**config.mk**
```make
export PLATFORM = sky130hd
export DESIGN_NAME = sat_counter
export DESIGN_NICKNAME = d
export VERILOG_FILES = /design/src/rtl/mem_compare_checker_sat_counter.sv
export SDC_FILE = /design/constraint.sdc
export NUM_CORES = 1
export LEC_CHECK = 0
export ABC_CLOCK_PERIOD_IN_PS = 1800
export CORE_MARGIN = 2
export CORE_UTILIZATION = 25
export DETAILED_ROUTE_END_ITERATION = 7
export MAX_ROUTING_LAYER = met4
export PLACE_DENSITY = 0.48
export SLEW_MARGIN = 20
export SYNTH_ARGS = -nofsm -noshare
export SYNTH_HDL_FRONTEND = slang
export SYNTH_SLANG_ARGS = --single-unit
```
**constraint.sdc**
```tcl
create_clock -name clk_i -period 1.8 [get_ports clk_i]
set_input_delay 0.36 -clock clk_i [delete_from_list [all_inputs] [get_ports clk_i]]
set_output_delay 0.36 -clock clk_i [all_outputs]
set_load 0.05 [all_outputs]
```
**src/rtl/mem_compare_checker_sat_counter.sv**
```systemverilog
// Saturating up-counter with synchronous clear.
//   clk_i, rst_ni : clock, asynchronous active-low reset
//   clr_i         : clear to zero (wins over increment)
//   inc_i         : increment by one, sticks at all-ones
//   count_o       : current count
module sat_counter #(
  parameter int WIDTH = 16
) (
  input  logic             clk_i,
  input  logic             rst_ni,
  input  logic             clr_i,
  input  logic             inc_i,
  output logic [WIDTH-1:0] count_o
);

  logic [WIDTH-1:0] count_q, count_d;

  always_comb begin
    count_d = count_q;
    if (clr_i) begin
      count_d = '0;
    end else if (inc_i && (count_q != '1)) begin
      count_d = count_q + 1'b1;
    end
  end

  always_ff @(posedge clk_i or negedge rst_ni) begin
    if (!rst_ni) begin
      count_q <= '0;
    end else begin
      count_q <= count_d;
    end
  end

  assign count_o = count_q;

endmodule

```
# Word level (Yosys, flattened, before mapping)
# Index checks and enable logic that the tools add are counted.
[word_totals] register_bits=16 latch_bits=0 ram_bits=0 romBits=0 input_bits=4 mem_count=0
[classes] add_sub_neg=1 n_mul=0 div_mod_pow=0 magnitude_cmp=0 n_eq_ne=1 shifts=0 n_mux=2 bitwise_logic=0 n_reduce_logical=2
[op_table] op="$mux 16" n=2
[op_table] op="$add 16x1->16 const B" n=1
[op_table] op="$ne 16x16->1 const B" n=1
[op_table] op="$reduce_bool 2->1" n=1
[op_table] op="$logic_and 1x1->1" n=1

# Depth between registers and ports, before layout
# Gate-level depths: netlist of the first run.
[depth] ltp_word=4 ltp_mapped=6 mapped_depth_nobuf=5

# Least setup slack after synthesis of the first run
# Ideal clock, no wire load.
[synth_timing] path_kind="register to register" start="reg count_q[0] (netlist: count_o[0])" end="reg count_q[15] (netlist: count_o[15])" arrival_time_ns=1.988 required_ns=1.672 path_slack_ns=-0.316 path_stages_with_launch=6 period_less_slack_ns=2.116 cell_sequence="dfrtp_1 -> ha_1 -> nand4_2 -> nor4_4 -> nor4_1 -> mux2_1"
[synth_between] elab_chain_len=3 elab_cells_between_ends=6
[synth_rtl] item="start, declared" line="16" text="logic [WIDTH-1:0] count_q, count_d;"
[synth_rtl] item="start signal, assigned" line="31" text="count_q <= count_d;"
[synth_rtl] item="$add 16x1->16 or $ne 16x16->1 (tied branches)" line="23, 22"
[synth_rtl] item="$mux 16 or $logic_and 1x1->1 (tied branches)" line="22" text="end else if (inc_i && (count_q != '1)) begin"
[synth_rtl] item="$mux 16 or $reduce_bool 2->1 (tied branches)"
# Parallel ways exist; a longest one is shown, timed or not. The select of a mux whose other input is x is not followed.
# A chain may end at the register's enable or synchronous reset.

# Final worst setup path of the first run
[layout_timing] start="reg count_q[0] (netlist: count_o[0])" end="reg count_q[9] (netlist: count_o[9])"
# Same word-level chain as after synthesis.

==> reports/results.tsv, run 1 <==
metric	value	unit
clk_lat worst skew	0.25	ns
drt initial violations	45	
nets	143	
die span in y	65.39	um
area of the multi-input gates	556.8	um^2
crit path launch type	flop	
PortBufs	19	
diode count	0	
Crit path required time	1.94	ns
Synthesized Nets	103	
kind of critical path	reg2reg	
share of layout cells above drive strength 1	51.82	%
critical path's slowest cell	dfrtp_2	
CTS root buffer	clkbuf_8	
worst min path class	in2async	
area of the core	3633	um^2
worst rel slew slack	73.22	%
Avg Synthesized Cell Area	9.614	um^2
RSZ-0062 raised after global routing	true	
vias post-DR	931	
Seq cells post-synth	16	
post-route ant nets	0	
Max Freq	569.1	MHz
Setup WS post-layout	0.04289	ns
initial core utilization	25.93	%
Async S/R FF share, synth	100.0	%
CP Max Fanout	6	
LEAKAGE	0.5660	nW
CP Capture Type	flop	
crit share post-route	97.62	%
Placed Area	1306	um^2
final WL	2593	um
storage element area	420.4	um^2
CTS Buffer Depth	2	
P&R area growth vs syn	50.33	%
total gr overflow	0	
row count	22	
critical path data arrival time	1.89	ns
clock transition at the registers of the reported paths	0.07	ns
drt first pass iters	4	
Worst VDD drop	0.1794	mV
Inst Count DP	178	
status	complete, no violations	
CTS H-tree lvls	1	
Fillers	372	
skew final	0.001010	ns
Post-Syn Instances	98	
maxcap violations	0	
vias in the first global route	920	
number of flops mapped to enable cells by yosys	0	
endpoints failing setup	0	
Area contributors post-synth	dfrtp_1 (42%), a21oi_1 (5.8%), o31ai_1 (5.6%)	
Largest delay share family, worst path	simple AND/OR/NAND/NOR gates	
Total GRT Usage	13.17	%
I/O pin cnt	20	
first-pass GRT wire length	4291	um
Die X	65.39	um
clock sink count	16	
Placement Setup Slack	-0.2009	ns
Yosys cell types	28	
synth warn	0	
Slew @ Worst Pin	0.3984	ns
post-layout power	773.4	uW
initial antenna violation count	0	
delay of the slowest critical-path stage	0.45	ns
largest net degree at the start of global routing	17	
Non-Filler Instances	185	
sequential area share after synthesis	42.50	%
hold_ws	0.4320	ns
Top FF cell, synth	dfrtp_1	
CP cell instances	ha_4 > nand4_2 > nor4_4 > buf_4 > nor4_2 > mux2_2	
WL per Instance	14.02	um
# DRC	0	
Placer Congestion	0.7892	
die footprint	4276	um^2
final hold vios	0	
Bufs and invs on worst path	1	
CTS tree	yes	
hpwl dp	1874	um
top-area cell type share of the netlist area	42.50	%
Final Cell Area	1416	um^2
synthesized area	942.2	um^2
total power divided by cell area	546.0	nW/um^2
Tmin final	1.757	ns
Via density	5.032	
Max Slew Vio Count	0	
area leader, netlist	dfrtp_1	
max reg flops	16	
cts bufs inserted	3	
kinds of logic after synthesis:
group / share of synthesized area [%]
AO/OA/AOI/OAI: 16.20
adder cells (fa/ha/maj): 1.328
buffers and inverters: 3.983
flip-flops: 42.50
multiplexers: 4.781
AND/OR/NAND/NOR: 31.21
synth_stat cells, drive strengths merged, types with 2 or more instances:
cell and count:
nor4 5, o31ai 7, and3 2, dfrtp 16, nand2 6, inv 3, nand4 7, and4 2
clkbuf 4, a21oi 11, nor2 4, or3 3, nand3 3, mux2 4, nor2b 4, or4 7
o21ai 4
worst reg2reg max path: stages (launching register included):
cell	delay [ns]
dfrtp_2	0.45
ha_4	0.19
nand4_2	0.13
nor4_4	0.06
buf_4	0.17
nor4_2	0.27
mux2_2	0.37
metal layers:
| layer | part of all wire [%] | track usage [%] | routed length [um] | vias to the layer above |
|---|---|---|---|---|
| met5 | 0 | - | 0 | - |
| met4 | 1.2 | 4.688 | 30 | 0 |
| met3 | 2.4 | 1.712 | 63 | 2 |
| met2 | 50 | 21.43 | 1297 | 10 |
| met1 | 46 | 16.90 | 1201 | 456 |
| li1 | - | - | - | 463 |
area by class of cell:
type / count / area share (%)
Sequential cell: 16 / 29.68
Tap cell: 48 / 4.240
Clock buffer: 4 / 3.887
Timing Repair Buffer: 39 / 22.08
Multi-Input combinational cell: 75 / 39.31
Inverter: 3 / 0.7951
final timing paths:
| path | startpoint | to | slack, ns | cells after the start |
|---|---|---|---|---|
| hold reg to reg | count_o[10] | count_o[10] | 0.62 | 2 |
| setup / recovery | count_o[0] | count_o[9] | 0.04 | 6 |
| hold / removal | rst_ni | count_o[11] | 0.43 | 2 |
| max in group asynchronous | rst_ni | count_o[3] | 1.17 | 2 |
| setup reg to reg | count_o[0] | count_o[9] | 0.04 | 6 |
| min in group clk_i | count_o[10] | count_o[10] | 0.62 | 2 |
where the power goes:
group	internal, mW	switching (mW)	total [mW]
clock network	0.194	0.136	0.331
logic	0.0306	0.0428	0.0735
registers	0.363	0.00628	0.369
what timing repair did:
item                       4_1_cts  5_1_grt
gates resized for setup          0        5
setup endpoints to repair        0       10
buffers inserted                 0        2
hold buffers                     0        0
cell usage in the layout (no fill, tap or decap), drive strengths merged:
master	n
buf	36
dfrtp	16
a21oi	11
o31ai	7
nand4	7
or4	7
nand2	6
nor4	6
nor2b	4
nor2	4
clkbuf	4
o21ai	4
mux2	4
inv	3
nand3	3
clkdlybuf4s50	3
or3	3
and4	2
and3	2
nand3b	1
o211ai	1
nor3	1
a211oi	1
ha	1
per-stage QoR:
step                utilization (%)  TNS [ns]
floorplan                         -         0
global placement              35.95    -1.245
detailed placement            35.95    -1.676
CTS                           37.47         0
global route                  38.98  -0.08098
finish                        38.98         0
(Power assumes the default switching activity.)
==> run 2: changes to the inputs <==
--- a/config.mk
+++ b/config.mk
@@ -5,12 +5,11 @@
 export SDC_FILE = /design/constraint.sdc
 export NUM_CORES = 1
 export LEC_CHECK = 0
-export ABC_CLOCK_PERIOD_IN_PS = 1800
 export CORE_MARGIN = 2
-export CORE_UTILIZATION = 25
+export CORE_UTILIZATION = 44
 export DETAILED_ROUTE_END_ITERATION = 7
 export MAX_ROUTING_LAYER = met4
-export PLACE_DENSITY = 0.48
+export PLACE_DENSITY = 0.74
 export SLEW_MARGIN = 20
 export SYNTH_ARGS = -nofsm -noshare
 export SYNTH_HDL_FRONTEND = slang
==> run 2 against run 1 <==
Net effect: clock power is 42% lower; global-route usage is 9.5 points higher; setup slack worse by 0.0068 ns; cell area is 1.6% lower; largest cell class unchanged; core utilization is 31 points higher.
==> reports/results.tsv, run 2 (synthesis results as in run 1) <==
metric	value	unit
status	complete, no violations	
total power divided by cell area	457.9	nW/um^2
skew final	0.005927	ns
row count	16	
delay of the slowest critical-path stage	0.46	ns
Largest delay share family, worst path	simple AND/OR/NAND/NOR gates	
Total GRT Usage	22.64	%
clk_lat worst skew	0.28	ns
Fillers	158	
critical path's slowest cell	dfrtp_2	
initial core utilization	47.54	%
crit path launch type	flop	
CTS Buffer Depth	2	
hpwl dp	1788	um
crit share post-route	98.00	%
I/O pin cnt	20	
RR Startpoint	count_o[0]	
die span in y	50.28	um
clock transition at the registers of the reported paths	0.10	ns
critical path data arrival time	1.98	ns
largest net degree at the start of global routing	17	
Slew @ Worst Pin	0.4982	ns
Worst VDD drop	0.3708	mV
area of the core	1982	um^2
P&R area growth vs syn	47.94	%
most frequent cells in the layout	buf_4 (36), dfrtp_2 (16), a21oi_1 (8), o31ai_1 (7)	
Via density	5.963	
vias in the first global route	895	
CTS tree	yes	
Critical path origin	count_o[0]	
LEAKAGE	0.5743	nW
post-route ant nets	0	
reg2reg path depth	7	
die footprint	2528	um^2
commonest non-fill, non-tap cell in the layout	buf_4	
Crit. path cell count	7	
CP Capture Type	flop	
CP Max Fanout	6	
CP cell instances	ha_4 > nand4_4 > nor4_4 > buf_4 > buf_6 > or4_1 > a21oi_1	
endpoints failing setup	0	
total gr overflow	0	
Max Slew Vio Count	0	
max reg flops	16	
WL per Instance	16.72	um
final WL	2742	um
Crit path required time	2.01	ns
CTS H-tree lvls	1	
hold_buf cts	0	
share of layout cells above drive strength 1	54.01	%
initial antenna violation count	0	
final hold vios	0	
vias post-DR	978	
Die X	50.28	um
Placer Congestion	0.8595	
Tmin final	1.764	ns
maxcap violations	0	
CTS root buffer	clkbuf_4	
worst rel slew slack	66.68	%
nets	144	
drt initial violations	15	
kind of critical path	reg2reg	
Bufs and invs on worst path	2	
cts bufs inserted	3	
PortBufs	19	
# DRC	0	
Max Freq	566.9	MHz
drt first pass iters	4	
post-layout power	638.2	uW
worst min path class	in2async	
clock sink count	16	
diode count	0	
hold_ws	0.3841	ns
first-pass GRT wire length	4278	um
[run 2: cell types whose count changed in the layout (fill, tap and decap cells not counted), moves of 3 or more]
cell / change
a21oi_1: -3
a21oi_2: +3
clkbuf_4: +3
clkbuf_8: -4
[run 2: path summary, 6_finish.rpt]
| kind | slack [ns] | end |
|---|---|---|
| worst max-delay path | 0.04 | count_o[6] |
| min in group clk_i | 0.61 | count_o[6] |
| worst min register to register | 0.61 | count_o[6] |
| worst min-delay path | 0.38 | count_o[6] |
| max in group asynchronous | 1.21 | count_o[12] |
| worst max register to register | 0.04 | count_o[6] |
[run 2: timing repair]
item	in CTS	in global routing
resized for setup	1	11
pin swaps	2	6
setup endpoints to repair	2	11
buffers inserted	3	1
[run 2: worst reg2reg max path, stage by stage, from the launching register on]
cell	delay, ns
dfrtp_2	0.46
ha_4	0.20
nand4_4	0.10
nor4_4	0.05
buf_4	0.17
buf_6	0.12
or4_1	0.46
a21oi_1	0.13
[run 2: layer usage]
metal	routed length [um]	global-route usage, %	part of all wire [%]
met2	1357	35.75	49
met3	104	3.869	3.8
met5	0	-	0
met4	48	5.556	1.8
met1	1233	30.29	45
[run 2: through the flow]
stage	TNS, ns	cells	setup WS, ns	cell area (um^2)	utilization [%]
global route	-0.04155	164	-0.02022	1394	70.33
floorplan	0	98	0.004423	974.7	-
detailed placement	-1.206	157	-0.1816	1280	64.58
finish	0	164	0.03605	1394	70.33
global placement	-0.6351	157	-0.08878	1280	64.58
CTS	0	163	0.001493	1329	67.05
[run 2: layout make-up]
cell class	instances	area [um^2]	share of cell area [%]
clock buffer	3	22.52	1.616
inverter	3	11.26	0.8079
tap	27	33.78	2.424
sequential	16	420.4	30.16
multi-input combinational	74	574.3	41.20
timing repair buffer	41	331.6	23.79
[run 2: where the power goes]
part           switching (mW)  total (mW)  internal [mW]
sequential            0.00624       0.369          0.363
combinational          0.0462      0.0773         0.0311
clock                   0.114       0.192         0.0775
total                   0.167       0.638          0.471
